--- src/rtl/fft_ctrl_param.sv ---
// In-place radix-2 FFT controller: bit-reversed sample load, staged butterfly
// sequencing over a dual-port RAM, and bin readback through the top port.
module fft_ctrl_param #(
    parameter int LOGN   = 8,
    parameter int DW     = 32,
    parameter int BF_LAT = 1
) (
    input  logic                 i_clk,
    input  logic                 i_reset,
    input  logic                 i_start,
    input  logic                 i_ack,
    input  logic                 i_in_valid,
    output logic                 o_in_ready,
    input  logic signed [DW-1:0] i_in_data,
    input  logic [LOGN-1:0]      i_inspect,
    output logic signed [DW-1:0] o_result,
    output logic [LOGN-1:0]      o_addr_top,
    output logic [LOGN-1:0]      o_addr_bot,
    output logic                 o_we_top,
    output logic                 o_we_bot,
    input  logic signed [DW-1:0] i_rd_top_re,
    output logic                 o_wr_sel,
    output logic [LOGN-2:0]      o_twiddle_addr,
    output logic                 o_bf_load,
    input  logic                 i_bf_ovf,
    output logic                 o_busy,
    output logic                 o_done,
    output logic                 o_overflow,
    output logic [1:0]           o_dbg_state,
    output logic [1:0]           o_dbg_phase
);

    typedef enum logic [1:0] {S_IDLE, S_LOAD, S_RUN, S_DONE} state_t;
    typedef enum logic [1:0] {P_ADDR, P_WAIT, P_COMP, P_WRITE} phase_t;

    localparam logic [LOGN-1:0] CNT_LAST = '1;
    localparam logic [LOGN-2:0] K_LAST   = '1;
    localparam logic [3:0]      S_LAST   = 4'(LOGN - 1);
    localparam logic [1:0]      LAT_LAST = 2'(BF_LAT - 1);

    state_t                r_state, w_state_nx;
    phase_t                r_phase, w_phase_nx;
    logic [3:0]            r_s, w_s_nx;
    logic [LOGN-2:0]       r_k, w_k_nx;
    logic [LOGN-1:0]       r_count, w_count_nx;
    logic [1:0]            r_lat, w_lat_nx;
    logic                  r_overflow, w_overflow_nx;
    logic signed [DW-1:0]  r_result;

    logic [LOGN-1:0]       w_brev;
    logic [LOGN-1:0]       w_kx;
    logic [LOGN-1:0]       w_span;
    logic [LOGN-2:0]       w_span_k;
    logic [LOGN-2:0]       w_pos;
    logic [LOGN-1:0]       w_top;
    logic [LOGN-1:0]       w_bot;
    logic [LOGN-2:0]       w_tw;

    // Sample data goes straight to the RAM mux; the controller never looks at it.
    logic                  w_unused_in_data;
    assign w_unused_in_data = ^i_in_data;

    always_comb begin
        w_brev = '0;
        for (int i = 0; i < LOGN; i++) begin
            w_brev[i] = r_count[LOGN-1-i];
        end
    end

    // On the last stage span = N/2 wraps to 0 in LOGN-1 bits, so the mask
    // becomes all ones and pos = k, which is exactly what that stage needs.
    always_comb begin
        w_kx     = {1'b0, r_k};
        w_span   = LOGN'(1) << r_s;
        w_span_k = (LOGN-1)'(1) << r_s;
        w_pos    = r_k & (w_span_k - (LOGN-1)'(1));
        w_top    = ((w_kx >> r_s) << (r_s + 4'd1)) | {1'b0, w_pos};
        w_bot    = w_top + w_span;
        w_tw     = w_pos << (S_LAST - r_s);
    end

    always_ff @(posedge i_clk or posedge i_reset) begin
        if (i_reset) begin
            r_state    <= S_IDLE;
            r_phase    <= P_ADDR;
            r_s        <= '0;
            r_k        <= '0;
            r_count    <= '0;
            r_lat      <= '0;
            r_overflow <= 1'b0;
            r_result   <= '0;
        end else begin
            r_state    <= w_state_nx;
            r_phase    <= w_phase_nx;
            r_s        <= w_s_nx;
            r_k        <= w_k_nx;
            r_count    <= w_count_nx;
            r_lat      <= w_lat_nx;
            r_overflow <= w_overflow_nx;
            r_result   <= i_rd_top_re;
        end
    end

    always_comb begin
        w_state_nx     = r_state;
        w_phase_nx     = r_phase;
        w_s_nx         = r_s;
        w_k_nx         = r_k;
        w_count_nx     = r_count;
        w_lat_nx       = r_lat;
        w_overflow_nx  = r_overflow;
        o_addr_top     = '0;
        o_addr_bot     = '0;
        o_we_top       = 1'b0;
        o_we_bot       = 1'b0;
        o_wr_sel       = 1'b0;
        o_twiddle_addr = '0;
        o_bf_load      = 1'b0;
        o_in_ready     = 1'b0;
        case (r_state)
            S_IDLE: begin
                o_addr_top = i_inspect;
                if (i_start) begin
                    w_state_nx    = S_LOAD;
                    w_overflow_nx = 1'b0;
                    w_count_nx    = '0;
                end
            end
            S_LOAD: begin
                o_in_ready = 1'b1;
                o_wr_sel   = 1'b1;
                o_addr_top = w_brev;
                if (i_in_valid) begin
                    o_we_top = 1'b1;
                    if (r_count == CNT_LAST) begin
                        w_state_nx = S_RUN;
                        w_phase_nx = P_ADDR;
                        w_s_nx     = '0;
                        w_k_nx     = '0;
                        w_count_nx = '0;
                        w_lat_nx   = '0;
                    end else begin
                        w_count_nx = r_count + LOGN'(1);
                    end
                end
            end
            S_RUN: begin
                o_addr_top     = w_top;
                o_addr_bot     = w_bot;
                o_twiddle_addr = w_tw;
                case (r_phase)
                    P_ADDR: w_phase_nx = P_WAIT;
                    P_WAIT: begin
                        w_phase_nx = P_COMP;
                        w_lat_nx   = '0;
                    end
                    P_COMP: begin
                        o_bf_load = (r_lat == 2'd0);
                        if (r_lat == LAT_LAST) begin
                            w_phase_nx = P_WRITE;
                        end else begin
                            w_lat_nx = r_lat + 2'd1;
                        end
                    end
                    default: begin
                        o_we_top   = 1'b1;
                        o_we_bot   = 1'b1;
                        w_phase_nx = P_ADDR;
                        if (i_bf_ovf) begin
                            w_overflow_nx = 1'b1;
                        end
                        if (r_k == K_LAST) begin
                            w_k_nx = '0;
                            if (r_s == S_LAST) begin
                                w_state_nx = S_DONE;
                                w_s_nx     = '0;
                            end else begin
                                w_s_nx = r_s + 4'd1;
                            end
                        end else begin
                            w_k_nx = r_k + (LOGN-1)'(1);
                        end
                    end
                endcase
            end
            default: begin
                o_addr_top = i_inspect;
                if (i_ack) begin
                    w_state_nx = S_IDLE;
                end
            end
        endcase
        // Reset forces the inspect address to 0 without waiting for an edge.
        if (i_reset) begin
            o_addr_top = '0;
        end
    end

    assign o_result    = r_result;
    assign o_overflow  = r_overflow;
    assign o_busy      = (r_state == S_LOAD) || (r_state == S_RUN);
    assign o_done      = (r_state == S_DONE);
    assign o_dbg_state = r_state;
    assign o_dbg_phase = r_phase;

endmodule

--- config.mk ---
export PLATFORM = sky130hd
export DESIGN_NAME = fft_ctrl_param
export DESIGN_NICKNAME = d
export VERILOG_FILES = /design/src/rtl/fft_ctrl_param.sv
export SDC_FILE = /design/constraint.sdc
export NUM_CORES = 1
export LEC_CHECK = 0
export BUFFER_PORTS_ARGS = -buffer_cell sky130_fd_sc_hd__buf_2
export CORE_MARGIN = 5
export CORE_UTILIZATION = 54
export DETAILED_ROUTE_END_ITERATION = 6
export PLACE_DENSITY = 0.86
export SLEW_MARGIN = 40
export SYNTH_ARGS = -nofsm -noshare
export SYNTH_HDL_FRONTEND = slang
export SYNTH_SLANG_ARGS = --single-unit
--- constraint.sdc ---
create_clock -name i_clk -period 10.5 [get_ports i_clk]
set_input_delay 0.525 -clock i_clk [delete_from_list [all_inputs] [get_ports i_clk]]
set_output_delay 0.525 -clock i_clk [all_outputs]
set_load 0.005 [all_outputs]
==> flow_summary.json <==
{
  "status": "finished, final reports clean",
  "cp-end-kind": "output port",
  "synth.area.top_cells": "dfrtp_1, ha_1, nand2_1, o21ai_0, mux2i_1",
  "vias": 3842,
  "powerDensity_nw_per_um2": 234,
  "max_freq_ghz": 0.188,
  "clock-sinks": 58,
  "io_pins": 145,
  "max_stage_delay_ps": 730,
  "fp.dieArea_sq_um": 9110,
  "grt_antenna_before_repair": 0,
  "arrival_ps": 4790,
  "die_y_um": 95.5,
  "place_congestion": 0.955,
  "core-area_sq_um": 7180,
  "relSlewSlack": 0.483,
  "postCtsSetupRepairBufs": 0,
  "fin_crit_sh": 0.506,
  "worst_pin_slew_ps": 776,
  "cts_max_level": 3,
  "ys_types": 66,
  "cp_max_fo": 27,
  "syn_nets": 547,
  "required_ps": 9980,
  "ant_nets": 0,
  "cts_buffers": 9,
  "overflow": 0,
  "holdCritStartpoint": "i_rd_top_re[30]",
  "hold_path.class": "input port to flip-flop",
  "dp_hpwl_um": 8270,
  "finalMaxSlewViolations": 0,
  "p_total_mw": 1.12,
  "die_w_um": 95.5,
  "grt_max_degree": 61,
  "viasPerCell": 5.98,
  "reg2reg_depth": 8,
  "final-hold-violation-count": 0,
  "async_reset_ff_frac": 1.00,
  "synth_flop_cell": "dfrtp_1",
  "setup-tns-final_ps": 0,
  "timing.rr.start": "o_dbg_state[0]",
  "slowest_stage": "dfrtp_2",
  "ys_seq_area_frac": 0.368,
  "synth_edf_count": 0,
  "area_growth_pct": 20.9,
  "cap_violations": 0,
  "io_buffers": 112,
  "fin_crit_ps": 5310,
  "holdPathEnd": "o_result[30]",
  "crit_type": "flip-flop to output port",
  "synthCells": 442,
  "cts_root_buf": "clkbuf_8",
  "rows": 31,
  "synth_top_area_share": 0.368,
  "cp-start-kind": "flip-flop",
  "ctsResizeCount": 0,
  "drtIter0Drc": 325,
  "first_global_vias": 3742,
  "path_cells": "clkinv_1 > ha_1 > nand2_1 > ha_1 > inv_1 > o41ai_1 > a211oi_1 > a21oi_1 > inv_1 > ha_1 > o21ai_0 > o21ai_0 > nand2_1 > a211o_1 > o2111ai_1 > buf_2",
  "syn-cell-area_sq_um": 3940,
  "r2r_slack_ps": 7720,
  "clk_pin_slew_ps": 70,
  "start_util": 0.550,
  "drtPass1Iterations": 5,
  "drcViolationCount": 0,
  "cpMostUsedCell": "ha_1",
  "synth_seq_cells": 58,
  "rsz0062_at_grt": "false",
  "insertion_delay_ps": 330,
  "nets": 644,
  "drive_gt1_frac": 0.279,
  "ctsHoldBuffers": 0,
  "holdPathStages": 1,
  "synth.avg_cell_area_sq_um": 8.92,
  "clk_path_buf_depth": 2,
  "grt.total_usage": 0.257,
  "yosysWarnings": 0,
  "finClkSkew_ps": 7.23,
  "peakVddDrop_mv": 0.182,
  "grt_pass1_wl_um": 18100,
  "post-synth-top-area-cell": "dfrtp_1",
  "timing.rr.end": "r_s[1]",
  "antenna_cells": 0,
  "routedWlPerCell_um": 17.4,
  "power.leakage_nw": 2.23,
  "tritoncts": "built",
  "setup_viol": 0,
  "finalCoreUtilization": 0.665,
  "wl_um": 11200
}
worst max path at each step:
stage,startpoint,end,slack (ps),cells past startpoint
5_1_grt,r_s[0],o_addr_bot[7],4820,16
4_1_cts,r_s[1],o_addr_bot[7],5120,16
6_report,r_s[0],o_addr_bot[7],5190,16
2_1_floorplan,r_s[1],o_addr_bot[7],6520,18
3_3_place_gp,r_s[0],o_addr_bot[7],5400,16
3_5_place_dp,r_s[1],o_addr_bot[7],5500,16
sequential cells by signal, summed over array words and instances (netlist names):
register and count:
o_dbg_phase 2, o_result 32, r_k 7, r_s 4, r_count 8, o_overflow 1
r_lat 2, o_dbg_state 2
cells in the mapped netlist, types with 3 or more instances:
master and n:
a211o_1 3, a211oi_1 8, a21boi_0 5, a21o_1 5, a21oi_1 20, a31o_2 3
a31oi_1 5, and2_1 5, and3_1 5, buf_2 9, clkbuf_1 15, dfrtp_1 58
ha_1 26, inv_1 22, mux2_2 5, mux2i_1 14, nand2_1 40, nand2b_1 4
nand3_1 13, nand3b_1 3, nor2_1 33, nor2b_1 13, nor3_1 16, nor3b_1 6
nor4_1 3, o211ai_1 4, o21a_1 3, o21ai_0 30, o21bai_1 3, o31ai_1 5
or2_2 3, or3_1 4, xor2_1 6
cell families (layout without fill, tap and decap cells):
kind of cell	Yosys count	in the layout	share of synthesized area
muxes	20	20	0.0555
AOI/OAI and AO/OA	124	124	0.221
adders and majority gates	27	27	0.0876
DFF	58	58	0.368
and+or+nand+nor	154	154	0.196
xor gates and xnor gates	8	8	0.0178
buffers and inverters	51	153	0.0542
metrics by stage:
stage / cells / cell area (sq um) / hold WS [ps] / worst slack, ps
5_1_grt: 643 / 4770 / 275 / 4820
6_report: 643 / 4770 / 296 / 5190
2_1_floorplan: 442 / 3940 / 473 / 6520
3_5_place_dp: 627 / 4520 / 517 / 5500
3_3_place_gp: 627 / 4510 / 490 / 5400
4_1_cts: 643 / 4770 / 279 / 5120
metal layers:
layer	vias up	part of all wire	GRT usage
met3	35	0.091	0.0789
met4	0	0.032	0.110
li1	1795	-	-
met1	1816	0.38	0.301
met5	-	0	0
met2	196	0.50	0.436
final cells by class:
type / count / area [sq um]
clock buffers: 12 / 155
clock inverters: 4 / 97.6
fillers: 566 / 2410
inverters: 24 / 90.1
multi-input cells: 333 / 2280
flip-flops and latches: 58 / 1450
well taps: 99 / 124
repair buffers: 113 / 568
placed cells by master (no fill, tap or decap), types with 4 or more instances in the layout:
cell type	netlist	routed
ha_1	26	25
and2_1	5	5
a211oi_1	8	8
dfrtp_1	58	56
nand3_1	13	13
nor2b_1	13	13
mux2_2	5	5
mux2i_1	14	14
and3_1	5	5
nand2b_1	4	4
buf_2	9	112
nor3b_1	6	6
nor3_1	16	16
clkbuf_8	0	11
a21oi_1	20	20
a31oi_1	5	5
nand2_1	40	40
nor2_1	33	33
o21ai_0	30	30
inv_1	22	21
o211ai_1	4	4
a21o_1	5	5
xor2_1	6	6
or3_1	4	4
o31ai_1	5	5
a21boi_0	5	5
report_power, final:
| group | switching (mW) | internal (mW) |
|---|---|---|
| combinational | 0.344 | 0.218 |
| sequential | 0.0507 | 0.246 |
| clock | 0.0860 | 0.171 |
worst max-delay path: cells and delay by family, from the launching register on:
family	cells	cell delay [ps]
AOI/OAI and AO/OA	7	1660
adders and majority gates	3	970
buffers and inverters	4	790
DFF	1	730
and+or+nand+nor	2	280
Note: power is estimated with default switching activity, not from simulation.
